--- config.mk ---
export PLATFORM = sky130hd
export DESIGN_NAME = handshake_const_sequencer
export DESIGN_NICKNAME = d
export VERILOG_FILES = /design/src/rtl/handshake_const_sequencer.sv
export SDC_FILE = /design/constraint.sdc
export NUM_CORES = 1
export LEC_CHECK = 0
export CAP_MARGIN = 20
export CORE_AREA = 10 10 66 81
export CTS_CLUSTER_SIZE = 28
export DETAILED_ROUTE_END_ITERATION = 12
export DIE_AREA = 0 0 76 91
export PLACE_DENSITY = 0.77
export RECOVER_POWER = 50
export SYNTH_ARGS = -nofsm -noshare
export SYNTH_HDL_FRONTEND = slang
export SYNTH_SLANG_ARGS = --single-unit
export TNS_END_PERCENT = 100
--- constraint.sdc ---
create_clock -name clk -period 2.44 [get_ports clk]
set_input_delay 0.366 -clock clk [delete_from_list [all_inputs] [get_ports clk]]
set_output_delay 0.366 -clock clk [all_outputs]
set_load 0.005 [all_outputs]
--- src/rtl/handshake_const_sequencer.sv ---
// handshake_const_sequencer: one control token in, a burst of NUM_ITERS constants START+i*STRIDE out.
// Define HANDSHAKE_CONST_SEQ_LAST_EN to add the outs_last burst-end marker port.
module handshake_const_sequencer #(
    parameter int DATA_WIDTH = 32,
    parameter int NUM_ITERS  = 16,
    parameter int CNT_WIDTH  = 5,
    parameter int START      = 0,
    parameter int STRIDE     = 1
) (
    input  logic                  clk,
    input  logic                  rst,
    input  logic                  ctrl_valid,
    output logic                  ctrl_ready,
    output logic [DATA_WIDTH-1:0] outs,
    output logic                  outs_valid,
    input  logic                  outs_ready
`ifdef HANDSHAKE_CONST_SEQ_LAST_EN
    ,
    output logic                  outs_last
`endif
);
    localparam logic IDLE = 1'b0;
    localparam logic EMIT = 1'b1;
    localparam logic [DATA_WIDTH-1:0] START_V  = DATA_WIDTH'(START);
    localparam logic [DATA_WIDTH-1:0] STRIDE_V = DATA_WIDTH'(STRIDE);
    localparam logic [CNT_WIDTH-1:0]  LAST_CNT = CNT_WIDTH'(NUM_ITERS - 1);
    logic                  state;
    logic [CNT_WIDTH-1:0]  cnt;
    logic [DATA_WIDTH-1:0] val;
    logic                  last;
    logic                  ot;
    logic                  ct;
    assign last       = cnt == LAST_CNT;
    assign ot         = state == EMIT && outs_ready;
    // the last beat frees the slot in the same cycle so bursts chain without a bubble
    assign ctrl_ready = state == IDLE || (ot && last);
    assign ct         = ctrl_valid && ctrl_ready;
    assign outs       = val;
    assign outs_valid = state == EMIT;
`ifdef HANDSHAKE_CONST_SEQ_LAST_EN
    assign outs_last  = state == EMIT && last;
`endif
    always_ff @(posedge clk) begin
        if (rst) begin
            state <= IDLE;
            cnt   <= '0;
            val   <= '0;
        end else if (ct) begin
            state <= EMIT;
            cnt   <= '0;
            val   <= START_V;
        end else if (ot) begin
            state <= last ? IDLE : EMIT;
            cnt   <= last ? '0 : cnt + CNT_WIDTH'(1);
            val   <= last ? val : val + STRIDE_V;
        end
    end
endmodule

==> results.tsv <==
stage	metric	value	unit
die	Initial Util	49.45	%
routing	Routed Antenna Nets	0	
power	Power Total	1.110	mW
final_layout	Post-Layout Cell Count	321	
clock_tree	CTS Buffer Depth	2	
sta	final-report hold violation count	0	
clock_tree	root buffer cell	clkbuf_8	
final_layout	Area Growth Syn to Fin	28.94	%
yosys	Synth Cell Area	0.001872	mm²
final_layout	fill count	339	
yosys	Post-Syn Area per Cell	8.394	µm²
power	switching power total	242.9	µW
clock_tree	CTS tree	built	
sta	crit path time final	2.299	ns
place	Port Buffers	37	
job	maxcap violations	0	
worst_setup_path	crit path DAT	1.93	ns
power	leak pwr	0.8267	nW
clock_tree	Reg clk slew, reported paths	0.08	ns
place	Routability Congestion	0.7597	
worst_hold_path	Hold Path Class	reg2reg	
status	run status	completed	
routing	DR vias/cell	5.751	
worst_setup_path	Worst setup EP type	primary output	
sta	worst-margin pin slew	0.7628	ns
sta	Fmax	435.0	MHz
die	Die ar.	0.006916	mm²
routing	initial DRC count	113	
clock_tree	Skew-Pair Late Insertion Delay	0.29	ns
die	# rows	25	
worst_setup_path	critical path type	reg2out	
sta	Hold Slack	0.4776	ns
final_layout	FF+latch area	760.7	µm²
yosys	Yosys Warn Count	0	
power	total power per unit cell area	459.8	mW/mm²
die	Core Area	0.003785	mm²
die	io pins	38	
power	clock share of power	39.9	%
yosys	Mapped Nets	229	
sta	Rel. slew slack	49.15	%
sta	clk_skew	0.007873	ns
routing	Pre-antenna DRT Iters	5	
sta	Post-Route Setup TNS	0	ns
routing	DR vias	1846	
final_layout	# diodes	0	
worst_setup_path	CP startpoint kind	flip-flop	
global_route	vias in the first global route	1699	
worst_setup_path	CP required	2.07	ns
power	sw frac	21.88	%
sta	RSZ-0062 raised after global routing	no	
final_layout	leading cell type in the layout, fill and taps excluded	dfxtp_1	
final_layout	most frequent cells in the layout	38 x dfxtp_1, 32 x dlygate4sd3_1, 29 x a21oi_1, 18 x or4_1	
clock_tree	CTS Buf Count	5	
sta	Tcrit/Tclk final	94.22	%
clock_tree	CTS Sinks	38	
clock_tree	cts-stage hold buffer count	0	
final_layout	area occupied by multi-input gates	0.001028	mm²
clock_tree	Post-CTS Setup Bufs	0	
final_layout	# nets final	272	
place	DP HPWL	3293	µm
clock_tree	Resized cells post-CTS	0	
sta	Slew Limit Fails	0	
yosys	main flop type after synthesis	dfxtp_1	
place	Placed Cells	313	
power	Flop pwr share	56.4	%
yosys	FF+latch count, synth	38	
worst_setup_path	critical-path maximum fanout	12	
global_route	initial antenna violation count	0	
yosys	Seq/Total Area, Yosys	40.64	%
routing	DR WL/cell	14.12	µm
die	Die H	91	µm
global_route	GRT Total Usage	12.52	%
yosys	Cells after Synth	223	
global_route	pin count of the biggest net entering global routing	38	
final_layout	fin util	63.77	%
clock_tree	CTS H-Tree Depth	2	
power	Peak VDD IR	0.3229	mV
final_layout	share of post-route cells with drive strength above 1	7.865	%
routing	DRC Markers	0	
power	internal cell power	867.0	µW
die	Die W	76	µm
power	combinational share of power	3.7	%
routing	DRT Wirelength	4532	µm
sta	Final setup viols	0	
global_route	grt ovf	0	
yosys	number of synthesized flops with an enable pin	0	
yosys	post-synthesis async set-or-reset flop share	0	%
yosys	Synth cell types	34	
global_route	first-pass GRT wire length	7486	µm
-- layer usage --
metal	wire length, µm	GRT usage, %
met5	0	0
met4	53	4.747
met1	1900	12.73
met2	2304	22.44
met3	273	4.931
-- final timing paths --
check                                            from               endpoint  slack, ns  cells after the start
worst min register to register  outs[31]$_SDFFE_PP0P_  outs[31]$_SDFFE_PP0P_       0.48                      2
worst max-delay path              cnt[0]$_SDFFE_PP0N_             ctrl_ready       0.14                      5
worst min-delay path            outs[31]$_SDFFE_PP0P_  outs[31]$_SDFFE_PP0P_       0.48                      2
worst max register to register    cnt[0]$_SDFFE_PP0N_  outs[28]$_SDFFE_PP0P_       0.15                      5
-- stage by stage --
step           instance area (µm²)  setup slack [ns]
2_1_floorplan                 1872            0.3477
3_3_place_gp                  2328            0.1035
3_5_place_dp                  2328           0.07294
4_1_cts                       2420            0.1404
5_1_grt                       2414          0.007557
6_report                      2414            0.1411
-- sequential cells by signal, indices dropped and copies added (netlist names) --
signal / flops
outs_valid: 1
cnt: 5
outs: 32
-- cells in the mapped netlist, types with 4 or more instances --
cell / instances / share of area [%]
xor2_1: 5 / 2.3
and3_1: 4 / 1.3
or4_1: 18 / 7.2
nand4_1: 8 / 2.7
clkbuf_1: 6 / 1.2
o21ai_0: 11 / 2.9
dfxtp_1: 38 / 41
a21oi_1: 29 / 7.8
inv_1: 5 / 1.0
o31ai_1: 14 / 5.6
nand2_1: 16 / 3.2
or3_1: 10 / 3.3
nand3_1: 16 / 4.3
nor2_1: 13 / 2.6
-- power groups by stage --
stage                     combinational (mW)  clock, mW  sequential [mW]
final                                 0.0410      0.443            0.626
after global routing                  0.0461      0.477            0.626
after floorplan                       0.0253          0            0.639
after CTS                             0.0436      0.455            0.626
after global placement                0.0434          0            0.640
after detailed placement              0.0434          0            0.640
-- final cells by class --
type | instances | area share [%]
clock inverter | 1 | 0.2074
clock buffer | 7 | 3.577
inverter | 5 | 0.7776
timing repair buffer | 48 | 18.51
sequential | 38 | 31.52
tap | 54 | 2.799
multi-input combinational | 168 | 42.61
-- worst max-delay path, stage by stage (launching register included) --
cell	delay (ns)
dfxtp_1	0.37
ha_1	0.24
and4b_4	0.36
nand2_1	0.10
nand2_1	0.07
clkdlybuf4s50_1	0.50
-- cell families after synthesis --
family          count (synthesis)  synth area share (%)
xor+xnor                        8                 3.743
simple gates                  100                 31.69
fa+ha+maj                       2                 1.337
flops                          38                 40.64
buf+inv                        17                 4.411
compound gates                 58                 18.18
Power figures use the tool's default switching activity.
